<file path="src/rtl/seg_scan_pkg.sv">
`default_nettype none
// +----------------------------------------------------------------------+
// | Module : seg_scan_pkg                                                |
// | Brief  : Shared types and constants for the 7-segment scan control.  |
// | Rev    : 1.0  initial release                                        |
// +----------------------------------------------------------------------+
package seg_scan_pkg;

  // Width of one BCD digit code.
  localparam int NIB_W = 4;

  // Scan phase within a digit slot.
  typedef enum logic [0:0] {
    GUARD = 1'b0,
    SHOW  = 1'b1
  } scan_state_t;

endpackage
`default_nettype wire

</file>
<file path="src/rtl/seg_scan_timer.sv">
`default_nettype none
// +----------------------------------------------------------------------+
// | Module : seg_scan_timer                                              |
// | Brief  : Free-running digit-slot counter with guard-end and          |
// |          slot-end strobes.                                           |
// | Rev    : 1.0  initial release                                        |
// +----------------------------------------------------------------------+
module seg_scan_timer #(
  parameter int SLOT_CYC  = 1000,
  parameter int GUARD_CYC = 2
) (
  input  logic clk,
  input  logic rst_n,
  output logic guard_end,
  output logic slot_end
);

  localparam int                CNT_W      = $clog2(SLOT_CYC);
  localparam logic [CNT_W-1:0] GUARD_LAST = CNT_W'(GUARD_CYC - 1);
  localparam logic [CNT_W-1:0] SLOT_LAST  = CNT_W'(SLOT_CYC - 1);

  logic [CNT_W-1:0] cnt;

  // Slot counter: 0 .. SLOT_CYC-1, wrapping at the end of every slot.
  always_ff @(posedge clk or negedge rst_n) begin
    if (!rst_n) begin
      cnt <= '0;
    end else if (cnt == SLOT_LAST) begin
      cnt <= '0;
    end else begin
      cnt <= cnt + 1'b1;
    end
  end

  // Strobes mark the last cycle of the guard phase and of the whole slot.
  assign guard_end = (cnt == GUARD_LAST);
  assign slot_end  = (cnt == SLOT_LAST);

endmodule
`default_nettype wire

</file>
<file path="src/rtl/seg_scan_ctrl.sv">
`default_nettype none
// +----------------------------------------------------------------------+
// | Module : seg_scan_ctrl                                               |
// | Brief  : Multiplexed BCD display scanner with double-buffered,       |
// |          tear-free display word, anti-ghost guard time, lamp test    |
// |          and blanking. All outputs registered.                       |
// | Macro  : SEG_SCAN_LZB_EN - enables leading-zero blanking.            |
// | Rev    : 1.0  initial release                                        |
// +----------------------------------------------------------------------+
module seg_scan_ctrl
  import seg_scan_pkg::*;
#(
  parameter int DIGITS    = 4,
  parameter int SLOT_CYC  = 1000,
  parameter int GUARD_CYC = 2
) (
  input  logic                  clk,
  input  logic                  rst_n,
  input  logic                  wr_valid,
  output logic                  wr_ready,
  input  logic [NIB_W*DIGITS-1:0] wr_data,
  input  logic                  test,
  input  logic                  blank,
  output logic [NIB_W-1:0]      seg_data,
  output logic                  seg_le,
  output logic                  seg_lt,
  output logic                  seg_bl,
  output logic [DIGITS-1:0]     dig_en,
  output logic                  frame_done
);

  localparam int                IDX_W    = $clog2(DIGITS);
  localparam int                WORD_W   = NIB_W * DIGITS;
  localparam logic [IDX_W-1:0]  IDX_LAST = IDX_W'(DIGITS - 1);

  scan_state_t       state, state_nxt;
  logic [IDX_W-1:0]  idx, idx_nxt;
  logic              wrap;
  logic              guard_end, slot_end;
  logic [WORD_W-1:0] active, pending;
  logic [NIB_W-1:0]  cur_nib;
  logic              lzb;

  seg_scan_timer #(
    .SLOT_CYC  (SLOT_CYC),
    .GUARD_CYC (GUARD_CYC)
  ) u_timer (
    .clk       (clk),
    .rst_n     (rst_n),
    .guard_end (guard_end),
    .slot_end  (slot_end)
  );

  // State and digit-index register.
  always_ff @(posedge clk or negedge rst_n) begin
    if (!rst_n) begin
      state <= GUARD;
      idx   <= '0;
    end else begin
      state <= state_nxt;
      idx   <= idx_nxt;
    end
  end

  // Next-state logic; wrap flags the last SHOW cycle of the final digit.
  always_comb begin
    state_nxt = state;
    idx_nxt   = idx;
    wrap      = 1'b0;
    case (state)
      GUARD: begin
        if (guard_end) state_nxt = SHOW;
      end
      SHOW: begin
        if (slot_end) begin
          state_nxt = GUARD;
          if (idx == IDX_LAST) begin
            idx_nxt = '0;
            wrap    = 1'b1;
          end else begin
            idx_nxt = idx + 1'b1;
          end
        end
      end
      default: state_nxt = GUARD;
    endcase
  end

  // Double buffer: wr_ready doubles as the inverted pend_full flag, so the
  // wrap transfer and a new capture can never collide in one cycle.
  always_ff @(posedge clk or negedge rst_n) begin
    if (!rst_n) begin
      active   <= '0;
      pending  <= '0;
      wr_ready <= 1'b1;
    end else if (wrap && !wr_ready) begin
      active   <= pending;
      wr_ready <= 1'b1;
    end else if (wr_valid && wr_ready) begin
      pending  <= wr_data;
      wr_ready <= 1'b0;
    end
  end

  assign cur_nib = active[idx*NIB_W +: NIB_W];

`ifdef SEG_SCAN_LZB_EN
  // Leading-zero blank: this nibble and every higher one are zero, never digit 0.
  always_comb begin
    logic higher_zero;
    higher_zero = 1'b1;
    lzb         = 1'b0;
    for (int i = DIGITS - 1; i >= 0; i--) begin
      higher_zero = higher_zero && (active[i*NIB_W +: NIB_W] == '0);
      if (i == int'(idx)) lzb = higher_zero && (i != 0);
    end
  end
`else
  assign lzb = 1'b0;
`endif

  // Output registers: driver controls follow the current scan phase.
  always_ff @(posedge clk or negedge rst_n) begin
    if (!rst_n) begin
      dig_en     <= '0;
      seg_data   <= '0;
      seg_le     <= 1'b0;
      seg_lt     <= 1'b0;
      seg_bl     <= 1'b1;
      frame_done <= 1'b0;
    end else begin
      seg_data   <= cur_nib;
      seg_lt     <= test;
      frame_done <= wrap;
      if (state == SHOW) begin
        dig_en <= {{(DIGITS-1){1'b0}}, 1'b1} << idx;
        seg_le <= 1'b1;
        seg_bl <= blank | lzb;
      end else begin
        dig_en <= '0;
        seg_le <= 1'b0;
        seg_bl <= 1'b1;
      end
    end
  end

endmodule
`default_nettype wire

</file>
<file path="config.mk">
export PLATFORM = sky130hd
export DESIGN_NAME = seg_scan_ctrl
export DESIGN_NICKNAME = d
export VERILOG_FILES = /design/src/rtl/seg_scan_pkg.sv /design/src/rtl/seg_scan_timer.sv /design/src/rtl/seg_scan_ctrl.sv
export SDC_FILE = /design/constraint.sdc
export NUM_CORES = 1
export LEC_CHECK = 0
export CAP_MARGIN = 20
export CORE_MARGIN = 1
export CORE_UTILIZATION = 57
export CTS_CLUSTER_DIAMETER = 60
export CTS_CLUSTER_SIZE = 30
export DETAILED_ROUTE_END_ITERATION = 12
export PLACE_DENSITY = 0.83
export RECOVER_POWER = 100
export SYNTH_ARGS = -nofsm -noshare
export SYNTH_HDL_FRONTEND = slang
export SYNTH_SLANG_ARGS = --single-unit
</file>
<file path="constraint.sdc">
create_clock -name clk -period 4 [get_ports clk]
set_input_delay 0.6 -clock clk [delete_from_list [all_inputs] [get_ports clk]]
set_output_delay 0.6 -clock clk [all_outputs]
set_load 0.02 [all_outputs]
</file>
### Word-level counts from Yosys, hierarchy flattened

Index checks and enable logic that the tools add are counted.

* add/sub/neg operators: 2
* equal/unequal tests: 3
* shift-type cells: 2
* muxes and demuxes: 13
* bitwise operators: 2
* reduce and logical (&&, ||, !) cells: 6

Operators by type and width (number)
* $shiftx 16x5->4: 1
* $add 10x1->10 const B: 1
* $eq 10x1->1 const B: 1
* $eq 10x10->1 const B: 1
* $mux 10: 1
* $mux 1: 9
* $mux 4: 1
* $reduce_and 2->1: 2
* $shl 1x2->4 const A: 1
* $add 2x1->2 const B: 1
* $eq 2x2->1 const B: 1
* $logic_and 1x1->1: 2
* $mux 2: 1
* $not 1->1: 2
* $pmux 1 s2: 1
* $reduce_bool 2->1: 1
* $logic_not 1->1: 1

* bits in registers: 58

### Depth between registers and ports, before layout

Gate-level depths: netlist of run 1.

* depth in word-level cells: 7
* depth in mapped cells: 6

### Modules after synthesis

Synthesis of run 1 repeated with hierarchy kept, for this count alone.

* cell total of the unflattened synthesis: 159
* area total of the unflattened synthesis: 2399.8 um^2

Modules (own cells, without submodules)
* seg_scan_ctrl: times used 1, cells each 110, area each 1895.6 um^2, seq. area each 1203.7 um^2
* seg_scan_timer: times used 1, cells each 49, area each 504.2 um^2, seq. area each 250.2 um^2

### Worst setup path before layout of run 1

Ideal clock, no wire load.

* path type: reg-to-reg
* start point: register u_timer.cnt[0]
* end point: register active[10]
* data arrival time: 1.782 ns
* data required time: 3.875 ns
* slack: 2.093 ns
* stages on the path, launching flop included: 7
* period minus slack after synthesis: 1.907 ns
* cells stage by stage: dfrtp_1 > ha_1 > and4bb_4 > nand3_4 > nor3_4 > buf_12 > mux2_4

* cells in the longest elaborated chain, start to end: 4

Ends and longest elaborated chain
* start, declared: RTL line seg_scan_timer.sv:22 `logic [CNT_W-1:0] cnt;`
* start signal, assigned: RTL line seg_scan_timer.sv:31 `cnt <= cnt + 1'b1;`
* $eq 10x10->1: RTL line seg_scan_timer.sv:37 `assign slot_end = (cnt == SLOT_LAST);`
* $mux 1: RTL line seg_scan_ctrl.sv:75 `if (slot_end) begin`
* $mux 1: RTL line seg_scan_ctrl.sv:70 `case (state)`
* $logic_and 1x1->1: RTL line seg_scan_ctrl.sv:96 `end else if (wrap && !wr_ready) begin`
* end signal, assigned: RTL line seg_scan_ctrl.sv:97 `active <= pending;`
* end, declared: RTL line seg_scan_ctrl.sv:40 `logic [WORD_W-1:0] active, pending;`

No other way between the ends.
A chain may end at the register's enable or synchronous reset.

### Final worst setup path of run 1

* start point: register u_timer.cnt[0]
* end point: register active[1]

Same word-level chain as after synthesis.

==> impl_metrics.csv, run 1 <==
group,metric,value,unit
outcome,status,"finished clean",
routing,drc,0,
placed_design,dpl-instance-area,2760,um^2
final_layout,drive_gt1_share,25.2,%
clock_network,cts_buffer_depth,2,
final_layout,diodes,0,
timing,slew_headroom,12.0,%
final_layout,final_area,2870,um^2
worst_setup_path,critPathBufInv,0,
power,p_int,0.842,mW
worst_setup_path,cpPeakStageDelay,1.05,ns
logic_synthesis,synth_cell_type_count,31,
routing,final_antenna_net_count,0,
worst_setup_path,cpMaxStageDelayCell,"nor3_2",
grt,grt_pass1_vias,1502,
floorplanning,initial_core_util,59.4,%
power,powerDensity,377,nW/um^2
logic_synthesis,seq_area_frac_synth,60.7,%
routing,dr.first_iter.drc_count,75,
clock_network,cts_setup_buffers,0,
power,pwr-share-seq,54.3,%
worst_setup_path,critPathLaunchType,"register",
routing,vias,1407,
final_layout,layout_commonest_cell,"dfrtp_1",
min_path,hp-class,"input port to async pin",
routing,wl_met1,1.78,mm
clock_network,cts_tree,"yes",
logic_synthesis,yosys_warnings,0,
worst_setup_path,r2r_start,"u_timer.cnt[0]",
routing,met2_length,2.26,mm
timing,final_max_slew_viol_count,0,
routing,via_per_inst,5.50,
routing,met3RoutedLength,204,um
worst_setup_path,critical_path.cell_chain,"ha_1, and4bb_1, nand3_1, nor3_2, mux2_2",
timing,setup_viol,0,
grt,grt_antenna_before_repair,0,
worst_setup_path,cp.arrival,2.93,ns
worst_setup_path,path_max_fanout,17,
final_layout,layout.nets,228,
placed_design,gp_routability_congestion,0.843,
worst_setup_path,crit_type,"register to register",
floorplanning,boundaryPins,34,
logic_synthesis,synth_xor_area_share,2.19,%
routing,top_layer,"met4",
timing,rsz0062_at_grt,"no",
floorplanning,fp.dieH,66.8,um
final_layout,layout_common_cells,"56 x dfrtp_1, 25 x mux2_2, 16 x dlygate4sd3_1, 16 x clkdlybuf4s50_1",
logic_synthesis,synth-simple-area-share,8.99,%
power,p_leak,1.42,nW
clock_network,root_buffer,"clkbuf_8",
grt,grt_usage,22.7,%
timing,hold_viol_final,0,
power,power_switching,0.241,mW
power,power,1.08,mW
placed_design,dp_hpwl,2.97,mm
timing,clock_skew,0.00868,ns
logic_synthesis,synth_compound_area_share,2.04,%
logic_synthesis,syn-cell-area,2390,um^2
logic_synthesis,synth_ff_type,"dfrtp_1",
floorplanning,row_count,23,
clock_network,cts_made_buffers,9,
logic_synthesis,postSynthCellCount,160,
clock_network,h-tree-depth,3,
logic_synthesis,synth_top_family_by_area,"multiplexers",
logic_synthesis,avgSynthCellArea,15.0,um^2
clock_network,cts.sinks,58,
timing,fin_crit_sh,67.9,%
power,pwr-share-comb,3.1,%
worst_setup_path,crit_start,"u_timer.cnt[0]",
power,switching_share,22.3,%
clock_network,clk_latency,0.33,ns
logic_synthesis,synth_fa_ha_area_share,3.13,%
timing,final.min_clock_period,2.71,ns
job,maxCapViolCount,0,
final_layout,area_growth_syn_to_layout,19.9,%
clock_network,cts-hold-fix-buffers,0,
logic_synthesis,async_reset_ff_share,100,%
logic_synthesis,ys_seq_elements,58,
logic_synthesis,synthMuxAreaShare,20.7,%
grt,grt_max_degree,59,
routing,firstDrtPassIters,4,
timing,worst_pin_slew,1.31,ns
floorplanning,die_x,66.8,um
placed_design,placement.io_buffers,33,
logic_synthesis,synth_edf_count,0,
grt,grt_pass1_wl,6.92,mm
clock_network,cts_resized,0,
timing,fmax,0.368,GHz
floorplanning,core,4030,um^2
power,vdd_drop_max,217,uV
logic_synthesis,synth_fp_nets,187,
timing,totalNegativeSetupSlack,0,ns
routing,wl_per_cell,16.9,um
clock_network,clk_pin_slew,0.07,ns
worst_setup_path,crit_required,4.22,ns
power,clock_power_share,42.6,%
floorplanning,die-area,4460,um^2
routing,totalWireLength,4.33,mm
grt,gr-total-overflow,0,
worst_setup_path,path_delay_family,"simple AND/OR/NAND/NOR gates",
worst_setup_path,worstSetupEndpointType,"register",
through the flow:
stage / utilization (%) / cells / setup slack, ns / hold WS, ns
global route: 71.3 / 256 / 1.08 / 0.465
detailed placement: 68.5 / 240 / 1.60 / 0.491
finish: 71.3 / 256 / 1.29 / 0.401
global placement: 68.5 / 240 / 1.72 / 0.474
floorplan: - / 160 / 2.09 / 0.304
CTS: 72.7 / 256 / 1.58 / 0.424
power groups by stage:
stage / Sequential (mW) / Combinational, mW / Clock (mW)
floorplan: 0.601 / 0.000707 / 0
global placement: 0.599 / 0.0340 / 0
detailed placement: 0.599 / 0.0353 / 0
CTS: 0.588 / 0.0354 / 0.468
global route: 0.588 / 0.0374 / 0.492
finish: 0.588 / 0.0333 / 0.461
worst register-to-register path, delay by kind of cell (launching register included):
family | cells | cell delay, ns
AND/OR/NAND/NOR | 3 | 1.51
adder cells (fa/ha/maj) | 1 | 0.25
flip-flops | 1 | 0.40
multiplexers | 1 | 0.44
layout make-up:
| class | instances | area, um^2 |
|---|---|---|
| tap | 50 | 62.6 |
| clock buffer | 10 | 138 |
| clock inverter | 6 | 32.5 |
| multi-input combinational | 92 | 830 |
| inverter | 6 | 22.5 |
| timing repair buffer | 34 | 333 |
| fill | 296 | 1160 |
| sequential | 58 | 1450 |
kinds of logic after synthesis:
logic type               count (synthesis)
AO/OA/AOI/OAI                            7
XOR/XNOR                                 6
adder cells (fa/ha/maj)                  6
buffers and inverters                   10
flip-flops                              58
multiplexers                            37
AND/OR/NAND/NOR                         36
path summary, 6_finish.rpt:
path | end | slack [ns] | cells after the start
worst max-delay path | active[1] | 1.29 | 5
worst min-delay path | u_timer.cnt[6] | 0.40 | 2
worst max register to register | active[1] | 1.29 | 5
worst min register to register | active[8] | 0.49 | 1
max in group asynchronous | pending[14] | 3.13 | 2
min in group clk | active[8] | 0.49 | 1
cells in the mapped netlist, drive strengths merged (2+ instances only):
cell type,instances,area [um^2]
a21o,2,16.3
a31oi,2,12.5
and2,3,18.8
clkbuf,3,11.3
dfrtp,56,1400
dfstp,2,52.6
ha,6,75.1
inv,6,22.5
mux2,33,405
mux4,4,90.1
nand2,7,26.3
nand3,4,32.5
nand4,2,12.5
nor2,10,37.5
nor3,4,31.3
xnor2,4,35.0
xor2,2,17.5
registers in the layout (all words and copies together) (netlist names):
register / count
active: 16
dig_en: 4
frame_done: 1
idx: 2
pending: 16
seg_bl: 1
seg_data: 4
seg_le: 1
seg_lt: 1
state: 1
u_timer.cnt: 10
wr_ready: 1
layer usage:
metal / global-route usage (%) / up-vias
met5: 0 / -
met4: 13.3 / 0
met3: 6.51 / 11
met2: 38.6 / 48
met1: 25.1 / 709
li1: - / 639
(Power assumes the default switching activity.)
==> run 2: changes to the inputs <==
Settings changed: CORE_UTILIZATION 57 to 53, PLACE_DENSITY 0.83 to 0.78.
Clock period 4 ns to 2.5 ns, I/O delays scaled along.
==> impl_metrics.csv, run 2 (synthesis results as in run 1) <==
group,metric,value,unit
routing,wl_per_cell,15.9,um
final_layout,drive_gt1_share,24.0,%
clock_network,clk_latency,0.33,ns
clock_network,cts_buffer_depth,2,
placed_design,gp_routability_congestion,0.857,
floorplanning,die_x,69.2,um
floorplanning,initial_core_util,55.0,%
placed_design,placement.io_buffers,33,
clock_network,cts.sinks,58,
clock_network,h-tree-depth,3,
floorplanning,core,4350,um^2
clock_network,root_buffer,"clkbuf_8",
grt,gr-total-overflow,0,
floorplanning,fp.dieH,69.2,um
clock_network,clk_pin_slew,0.06,ns
routing,vias,1385,
final_layout,layout_commonest_cell,"dfrtp_1",
worst_setup_path,critical_path.cell_chain,"ha_1, and4bb_1, nand3_1, nor3_4, buf_4, mux2_2",
timing,final_max_slew_viol_count,0,
floorplanning,row_count,24,
final_layout,reg.largest.list,"active: 16 flops, pending: 16 flops, u_timer.cnt: 10 flops",
routing,firstDrtPassIters,4,
timing,totalNegativeSetupSlack,0,ns
routing,final_antenna_net_count,0,
worst_setup_path,r2r_cells,6,
floorplanning,die-area,4790,um^2
timing,setup_viol,0,
timing,slew_headroom,9.26,%
worst_setup_path,worstSetupEndpointType,"register",
timing,fmax,0.474,GHz
job,maxCapViolCount,0,
worst_setup_path,cpPeakStageDelay,0.40,ns
clock_network,cts-hold-fix-buffers,0,
placed_design,dp_hpwl,2.84,mm
grt,grt_max_degree,59,
worst_setup_path,critPathLaunchType,"register",
worst_setup_path,crit_type,"register to register",
worst_setup_path,path_max_fanout,17,
worst_setup_path,cp.arrival,2.32,ns
timing,final.min_clock_period,2.11,ns
final_layout,area_growth_syn_to_layout,22.6,%
routing,totalWireLength,4.12,mm
final_layout,diodes,0,
final_layout,stdcell_count,260,
grt,grt_usage,21.0,%
routing,dr.first_iter.drc_count,56,
clock_network,cts_resized,0,
clock_network,cts_made_buffers,9,
routing,drc,0,
power,vdd_drop_max,480,uV
timing,hold_viol_final,0,
worst_setup_path,r2r_start,"u_timer.cnt[0]",
grt,grt_antenna_before_repair,0,
final_layout,post-route-util,67.4,%
timing,worst_pin_slew,1.36,ns
timing,rsz0062_at_grt,"no",
power,powerDensity,646,nW/um^2
worst_setup_path,crit_required,2.71,ns
grt,grt_pass1_vias,1565,
worst_setup_path,timing.rr.end,"active[0]",
placed_design,placed_cells,244,
routing,via_per_inst,5.33,
grt,grt_pass1_wl,7.54,mm
power,p_leak,1.45,nW
worst_setup_path,r2r_slack,0.39,ns
timing,fin_crit_sh,84.4,%
worst_setup_path,cpMaxStageDelayCell,"dfrtp_1",
final_layout,layout_common_cells,"56 x dfrtp_1, 24 x mux2_2, 17 x clkdlybuf4s50_1",
clock_network,cts_setup_buffers,0,
floorplanning,boundaryPins,34,
final_layout,layout.nets,230,
power,power,1.90,mW
outcome,status,"finished clean",
min_path,hp-class,"input port to async pin",
clock_network,cts_tree,"yes",
timing,clock_skew,0.00560,ns
## run 2: cell count changes in the layout (fill, tap and decap cells not counted), sizes merged
cell,change
clkdlybuf4s50,+1
clkbuf,+7
clkinvlp,-1
bufinv,+1
clkinv,-5
dlygate4sd3,-1
## run 2: per-stage QoR
stage	hold slack [ns]	worst slack, ns	cell area, um^2
5_1_grt	0.517	0.260	2940
3_5_place_dp	0.492	0.467	2780
2_1_floorplan	0.0794	0.593	2390
6_report	0.444	0.391	2940
3_3_place_gp	0.473	0.597	2780
4_1_cts	0.198	0.454	2990
## run 2: area by class of cell
| class | instances | area, um^2 |
|---|---|---|
| clock inverter | 1 | 30.0 |
| inverter | 6 | 22.5 |
| fill | 324 | 1420 |
| clock buffer | 15 | 186 |
| multi-input combinational | 92 | 836 |
| timing repair buffer | 36 | 342 |
| tap | 52 | 65.1 |
| sequential | 58 | 1450 |
## run 2: worst max path at each step
stage / startpoint / endpoint / slack (ns)
floorplan: u_timer.cnt[0] / active[10] / 0.59
global placement: u_timer.cnt[0] / active[0] / 0.60
detailed placement: u_timer.cnt[0] / active[0] / 0.47
CTS: u_timer.cnt[0] / active[0] / 0.45
global route: u_timer.cnt[0] / active[0] / 0.26
finish: u_timer.cnt[0] / active[0] / 0.39
## run 2: critical path: cells and delay by family, from the launching register on
family | cells | cell delay, ns
and+or+nand+nor | 3 | 0.68
muxes | 1 | 0.38
buffers and inverters | 1 | 0.28
DFF | 1 | 0.40
adders and majority gates | 1 | 0.25
## run 2: where the power goes
part | internal [mW] | total (mW) | switching [mW]
Clock | 0.570 | 0.903 | 0.333
Sequential | 0.941 | 0.942 | 0.000358
Combinational | 0.0288 | 0.0529 | 0.0241
Total | 1.54 | 1.90 | 0.357
## run 2: routing by layer
metal / vias to the layer above / global-route usage (%) / share of wire, %
met5: - / 0 / 0
met4: 0 / 11.1 / 3.2
met3: 15 / 7.27 / 4.0
met2: 40 / 33.9 / 51
met1: 689 / 24.9 / 41
li1: 641 / - / -
==> run 3: changes to the inputs <==
Settings changed: CORE_UTILIZATION 53 to 48, PLACE_DENSITY 0.78 to 0.74.
Clock period 2.5 ns to 1.7 ns, I/O delays scaled along.
==> impl_metrics.csv, run 3 (synthesis results as in run 1) <==
group,metric,value,unit
worst_setup_path,cpMaxStageDelayCell,"dfrtp_1",
worst_setup_path,timing.rr.end,"active[6]",
worst_setup_path,r2r_slack,-0.01,ns
floorplanning,boundaryPins,34,
clock_network,root_buffer,"clkbuf_8",
worst_setup_path,r2r_start,"u_timer.cnt[1]",
floorplanning,die-area,5280,um^2
job,maxCapViolCount,0,
grt,grt_antenna_before_repair,0,
clock_network,clk_pin_slew,0.06,ns
grt,grt_max_degree,25,
placed_design,dp_hpwl,3.04,mm
grt,gr-total-overflow,0,
worst_setup_path,cp.arrival,1.93,ns
placed_design,placement.io_buffers,33,
routing,wl_per_cell,14.8,um
timing,clock_skew,0.00866,ns
routing,dr.first_iter.drc_count,75,
timing,worst_slack,-0.0104,ns
final_layout,post-route-util,65.3,%
routing,via_per_inst,4.94,
worst_setup_path,critical_path.cell_chain,"ha_2, and4bb_4, nand3_4, nor3_4, buf_12, mux2_2",
worst_setup_path,cpPeakStageDelay,0.35,ns
outcome,violations,"negative setup slack",
clock_network,cts_tree,"yes",
clock_network,cts_made_buffers,9,
timing,slew_headroom,59.6,%
final_layout,drive_gt1_share,33.8,%
min_path,hold_path_end,"seg_bl",
final_layout,layout_common_cells,"56 x dfrtp_1, 29 x clkdlybuf4s50_1, 21 x mux2_2",
final_layout,reg.largest.list,"active: 16 flops, pending: 16 flops, u_timer.cnt: 10 flops",
power,p_leak,1.48,nW
clock_network,cts.sinks,58,
min_path,whs_path_depth,2,
final_layout,area_growth_syn_to_layout,29.6,%
final_layout,layout.nets,244,
final_layout,layout_commonest_cell,"dfrtp_1",
floorplanning,initial_core_util,50.4,%
outcome,status,"finished, violations left",
timing,fmax,0.585,GHz
placed_design,gp_routability_congestion,0.845,
floorplanning,fp.dieH,72.6,um
clock_network,h-tree-depth,3,
routing,totalWireLength,4.28,mm
grt,grt_pass1_wl,7.12,mm
worst_setup_path,path_max_fanout,17,
power,vdd_drop_max,539,uV
routing,drc,0,
timing,hold_viol_final,0,
min_path,hp-class,"input port to register",
floorplanning,die_x,72.6,um
routing,vias,1429,
worst_setup_path,critPathLaunchType,"register",
timing,final.min_clock_period,1.71,ns
power,powerDensity,873,nW/um^2
final_layout,stdcell_count,289,
final_layout,final_area,3100,um^2
placed_design,dpl-instance-area,2930,um^2
timing,rsz0062_at_grt,"yes",
grt,grt_pass1_vias,1511,
final_layout,diodes,0,
timing,final_max_slew_viol_count,0,
grt,grt_usage,19.5,%
timing,setup_viol,4,
routing,final_antenna_net_count,0,
worst_setup_path,worstSetupEndpointType,"register",
worst_setup_path,crit_type,"register to register",
timing,worst_pin_slew,0.606,ns
worst_setup_path,r2r_cells,6,
min_path,min_from,"blank",
timing,fin_crit_sh,101,%
clock_network,cts_buffer_depth,2,
final_layout,fill_cells,373,
floorplanning,core,4750,um^2
placed_design,placed_cells,272,
routing,firstDrtPassIters,4,
clock_network,clk_latency,0.34,ns
floorplanning,row_count,25,
worst_setup_path,crit_required,1.92,ns
[run 3: cell count changes in the layout (fill, tap and decap cells not counted), sizes merged]
cell           previous run  this run
clkbuf                   17        18
dlygate4sd3              15         2
buf                       2        10
clkdlybuf4s50            17        29
clkinv                    0         4
dlygate4sd2               0         2
[run 3: per-layer routing]
| layer | track usage, % | vias to the layer above | wire length [um] |
|---|---|---|---|
| met2 | 29.5 | 43 | 2040 |
| met3 | 7.87 | 9 | 257 |
| met5 | 0 | - | 0 |
| li1 | - | 673 | - |
| met1 | 24.5 | 704 | 1880 |
| met4 | 9.15 | 0 | 98 |
[run 3: final cells by class]
| class | instances | area, um^2 | share of cell area (%) |
|---|---|---|---|
| flip-flops and latches | 58 | 1450 | 46.9 |
| multi-input cells | 92 | 901 | 29.0 |
| well taps | 67 | 83.8 | 2.70 |
| clock buffers | 11 | 141 | 4.56 |
| repair buffers | 50 | 447 | 14.4 |
| clock inverters | 5 | 53.8 | 1.73 |
| inverters | 6 | 22.5 | 0.726 |
[run 3: power by group]
part / switching [mW] / total, mW / internal [mW] / leakage, nW
clock network: 0.530 / 1.24 / 0.711 / 0.103
logic: 0.0379 / 0.0831 / 0.0452 / 0.604
registers: 0.000555 / 1.38 / 1.38 / 0.771
total: 0.568 / 2.71 / 2.14 / 1.48
[run 3: worst max-delay path, delay by kind of cell, from the launching register on]
kind                     cells  cell delay [ns]
AND/OR/NAND/NOR              3             0.51
flip-flops                   1             0.35
multiplexers                 1             0.34
buffers and inverters        1             0.20
adder cells (fa/ha/maj)      1             0.18
[run 3: how the worst max path moves through the flow]
stage	startpoint	end	cells past startpoint
after floorplan	u_timer.cnt[0]	active[10]	6
after global placement	u_timer.cnt[1]	active[4]	6
after detailed placement	u_timer.cnt[0]	active[1]	6
after CTS	u_timer.cnt[0]	active[3]	6
after global routing	u_timer.cnt[1]	active[2]	6
final	u_timer.cnt[1]	active[6]	6
[run 3: through the flow]
step | setup TNS (ns) | hold WS [ns] | total power [mW] | setup WS (ns)
finish | -0.0314 | 0.450 | 2.71 | -0.0104
floorplan | -1.57 | -0.0406 | 1.42 | -0.145
detailed placement | -0.0114 | 0.294 | 1.50 | -0.00909
global placement | 0 | 0.280 | 1.50 | 0.0353
CTS | -0.0969 | 0.342 | 2.75 | -0.0215
global route | -1.19 | 0.459 | 2.82 | -0.101
[run 3: timing repair]
item | CTS | global route
hold buffers | 1 | 0
setup buffers | 0 | 0
endpoints found under the setup margin | 9 | 16
endpoints found under the hold margin | 21 | 0
resized for setup | 4 | 1
==> patch 1, RTL diff (flow settings as in run 1) <==
Build with the macro `SEG_SCAN_LZB_EN` defined.
--- a/src/rtl/seg_scan_ctrl.sv
+++ b/src/rtl/seg_scan_ctrl.sv
@@ -9,2 +9,4 @@
 // +----------------------------------------------------------------------+
+`define SEG_SCAN_LZB_EN
+
 module seg_scan_ctrl
Function: no difference found for any inputs over 10 cycles, from zero or initial values and one cycle with rst_n low; that may be too few to reach the edited logic, so the function may still have changed.
==> patch 1 against run 1 <==
- the run now ends with max-capacitance violations, max-slew violations left
- area after synthesis grew 5.2%
- power grew 8.0%
- cell area grew 5.5%
- worst setup slack gained 0.48 ns
- wire length grew 9.2%
- sequential cell count is the same
- global-route usage grew 1.1 points
- largest cell class unchanged
==> patch 1: results (changes against run 1) <==
* Sequential cell count at 58 (unchanged)
* Routability cong. at 0.8762 (+3.9%)
* Placement Cell Area at 2875 um2 (+4.2%)
* Worst slew margin at -42.74% (-55 points)
* First-pass GRT wire length at 7569 um (+9.4%)
* Distinct cells, synth at 40 (+29%)
* Gr usage total at 23.84% (+1.1 points)
* Syn_nets at 205 (+9.6%)
* Synth area leaders: dfrtp_1 (56%), mux2_2 (11%), mux2_4 (5.4%)
* WL final at 4726 um (+9.2%)
* # fillers at 265 (-10%)
* DRT iter0 DRCs at 74 (-1.3%)
* #MultiIn Comb at 107 (+16%)
* M1 WL at 2147 um (+20%)
* Met2 Use GR at 35.05% (-3.6 points)
* Data arrival, critical path at 2.45 ns (-0.48 ns)
* NonClk Buf Share at 11.19% (-0.40 points)
* Routed vias at 1,563 (+11%)
* Met3 Wirelength at 308 um (+51%)
* Pin count of the biggest net entering global routing at 41 (-31%)
* Clk Latency, worst-skew pair at 0.33 ns (about the same)
* Inverters excl. clock at 7 (+1)
* Max-cap violations at 1 (+1)
* Status: finished with violations
* PortBufs at 33 (unchanged)
* Leakage at 1.455 nW (+2.1%)
* DP Cell Count at 257 (+7.1%)
* NumNets Final at 245 (+7.5%)
* Max Slew Vio Count at 41 (+41)
* Mapped Cells at 178 (+11%)
* Violated checks: max-capacitance violations, max-slew violations
* DRT Pass-1 Iters at 4 (unchanged)
* Max IR drop VDD at 247.4 uV (+14%)
* DR vias/cell at 5.746 (+4.6%)
* Met1 Use GR at 30.91% (+5.8 points)
* Pre-CTS setup slack at 1.857 ns (+0.2568 ns)
* Post-route setup slack at 1.761 ns (+0.4752 ns)
* Multi-input combinational area share at 31.14% (+2.3 points)
* CP peak stage delay at 0.42 ns (-0.63 ns)
* Worst Clk Skew at 0.008142 ns (-0.0005401 ns)
* CLK BUF at 13 (+3)
* Share of cells above drive strength 1 at 22.52% (-2.7 points)
* Top layer in use: met4
* Post-layout util at 73.61% (+2.3 points)
* Clock buffers and inverters, area share at 6.733% (+0.81 points)
* Non-clock buffer count at 35 (+2.9%)
* Slowest CP cell: dfrtp_1
* Hold Path Class: flip-flop to flip-flop
* Sequential area share after synthesis at 57.72% (-3.0 points)
* Met3 GRT Util at 7.333% (+0.83 points)
* Met2 routed wirelength at 2151 um (-4.9%)
* Post-CTS Resized at 0 (unchanged)
* Seq area share at 48.00% (-2.6 points)
* HPWL after DPL at 3280 um (+11%)
* Worst path top cell family by delay: simple AND/OR/NAND/NOR gates
* Syn avg cell area at 14.15 um2 (-5.5%)
-- patch 1: cells by family after synthesis --
logic type	count (synthesis)	synth area share (%)
flip-flops	58	57.72
AND/OR/NAND/NOR	43	10.43
adder cells (fa/ha/maj)	6	2.981
buffers and inverters	13	2.881
XOR/XNOR	3	1.043
multiplexers	38	20.12
AO/OA/AOI/OAI	17	4.819
-- patch 1: worst paths after layout --
kind,endpoint,cells after the start,from
max,active[10],5,u_timer.cnt[0]
min,active[7],1,pending[7]
max reg2reg,active[10],5,u_timer.cnt[0]
min reg2reg,active[7],1,pending[7]
max in group asynchronous,wr_ready,2,rst_n
min in group asynchronous,u_timer.cnt[5],1,rst_n
-- patch 1: power by group --
| part | internal, mW | total (mW) | leakage, nW | switching [mW] |
|---|---|---|---|---|
| combinational | 0.0183 | 0.0343 | 0.578 | 0.0160 |
| clock | 0.334 | 0.546 | 0.106 | 0.212 |
| sequential | 0.588 | 0.589 | 0.771 | 0.000267 |
| total | 0.941 | 1.17 | 1.45 | 0.229 |
==> patch 2, RTL diff (config.mk and constraints of run 1) <==
Without the edit above. Register the output `seg_le` once more, without a reset; this adds one clock of latency there. The other outputs are not delayed to match.
--- a/src/rtl/seg_scan_ctrl.sv
+++ b/src/rtl/seg_scan_ctrl.sv
@@ -34,2 +34,4 @@
   localparam logic [IDX_W-1:0]  IDX_LAST = IDX_W'(DIGITS - 1);
+
+  logic seg_le_s0;
 
@@ -126,3 +128,3 @@
       seg_data   <= '0;
-      seg_le     <= 1'b0;
+      seg_le_s0  <= 1'b0;
       seg_lt     <= 1'b0;
@@ -136,3 +138,3 @@
         dig_en <= {{(DIGITS-1){1'b0}}, 1'b1} << idx;
-        seg_le <= 1'b1;
+        seg_le_s0 <= 1'b1;
         seg_bl <= blank | lzb;
@@ -140,3 +142,3 @@
         dig_en <= '0;
-        seg_le <= 1'b0;
+        seg_le_s0 <= 1'b0;
         seg_bl <= 1'b1;
@@ -146,2 +148,6 @@
 
+  always_ff @(posedge clk) begin
+    seg_le <= seg_le_s0;
+  end
+
 endmodule
Function: changed (Yosys sat finds a counterexample within 4 cycles, from zero or initial values and one cycle with rst_n low).
==> patch 2 against run 1 <==
- area after synthesis grew 0.84%
- critical path depth stayed put
- synthesized cell count grew 0.63%
- cell area is 0.92% higher
- wire length shrank 9.5%
- power increased by 1.4%
- global-route usage decreased by 2.2 points
- largest power group unchanged
- sequential cell count increased by 1
- sequential share of layout area up 0.23 points
- worst setup slack improved by 0.014 ns
==> patch 2: results (changes against run 1) <==
* Status: finished clean
* M1 WL at 1615 um (-9.4%)
* Post-Synth Adder-Cell Area at 3.109% (-0.026 points)
* Max IR drop VDD at 341.4 uV (+57%)
* Sequential Power at 599 uW (+2%)
* DP Cell Count at 241 (+0.42%)
* Leakage at 1.427 nW (+0.19%)
* Met2 routed wirelength at 2043 um (-9.7%)
* Synth area leaders: dfrtp_1 (58%), mux2_2 (11%), mux2_4 (5.6%)
* Placement Cell Area at 2779 um2 (+0.73%)
* Asr flop ratio synth at 98.31% (-1.7 points)
* Pre-CTS setup slack at 1.624 ns (+0.02444 ns)
* Clock Power Share at 42.4% (-0.2 points)
* R2R Setup Slk at 1.30 ns
* Switching Fraction at 20.39% (-1.9 points)
* Clk Latency, worst-skew pair at 0.33 ns (about the same)
* Hold Path Class: flip-flop to flip-flop
* Distinct cells, synth at 32 (+3.2%)
* Sequential area share after synthesis at 61.04% (+0.33 points)
* Synth Area in Compound Gates at 2.021% (-0.017 points)
* Routability cong. at 0.8456 (+0.28%)
* Worst Clk Skew at 0.004472 ns (-0.004210 ns)
* Share of cells above drive strength 1 at 25.60% (+0.36 points)
* Mapped Cells at 161 (+0.63%)
* DR WL/cell at 15.24 um (-9.9%)
* Met2 Use GR at 33.25% (-5.4 points)
* Final hold slack at 0.3451 ns (-0.05599 ns)
* CP peak stage delay at 1.07 ns (+0.02 ns)
* HPWL after DPL at 2708 um (-8.7%)
* Gr usage total at 20.54% (-2.2 points)
* Met1 Use GR at 22.86% (-2.3 points)
* Multiplexer share of the synthesized area at 20.52% (-0.17 points)
* Syn_nets at 188 (+0.53%)
* R2R Path End: active[0]
* Non-filler instance count after layout at 257 (+0.39%)
* First-pass GRT wire length at 6216 um (-10%)
* Switch Pwr at 223.7 uW (-7.2%)
* Met3 GRT Util at 8.733% (+2.2 points)
* Met3 Wirelength at 201 um (-1.5%)
* DRT iter0 DRCs at 125 (+67%)
* Routed vias at 1,378 (-2.1%)
* Worst slew margin at 11.29% (-0.68 points)
* NumNets Final at 229 (+0.44%)
* Area share of xor/xnor cells in the synthesized design at 2.176% (-0.018 points)
patch 2: cell count changes after synthesis, sizes merged:
cell / change
dfxtp: +1
patch 2: cell type report:
class / instances / area (um2)
Sequential cell: 59 / 1474
Fill cell: 273 / 1131
Multi-Input combinational cell: 92 / 833.3
Timing Repair Buffer: 34 / 332.8
Clock buffer: 14 / 162.7
Tap cell: 50 / 62.56
Inverter: 6 / 22.52
Clock inverter: 2 / 10.01
patch 2: how the worst max path moves through the flow:
stage	endpoint	start	slack, ns	cells past startpoint
3_5_place_dp	active[0]	u_timer.cnt[0]	1.62	5
6_report	active[0]	u_timer.cnt[0]	1.30	5
5_1_grt	active[6]	u_timer.cnt[0]	1.16	5
2_1_floorplan	active[10]	u_timer.cnt[0]	2.09	6
3_3_place_gp	active[6]	u_timer.cnt[0]	1.74	5
4_1_cts	active[0]	u_timer.cnt[0]	1.62	5
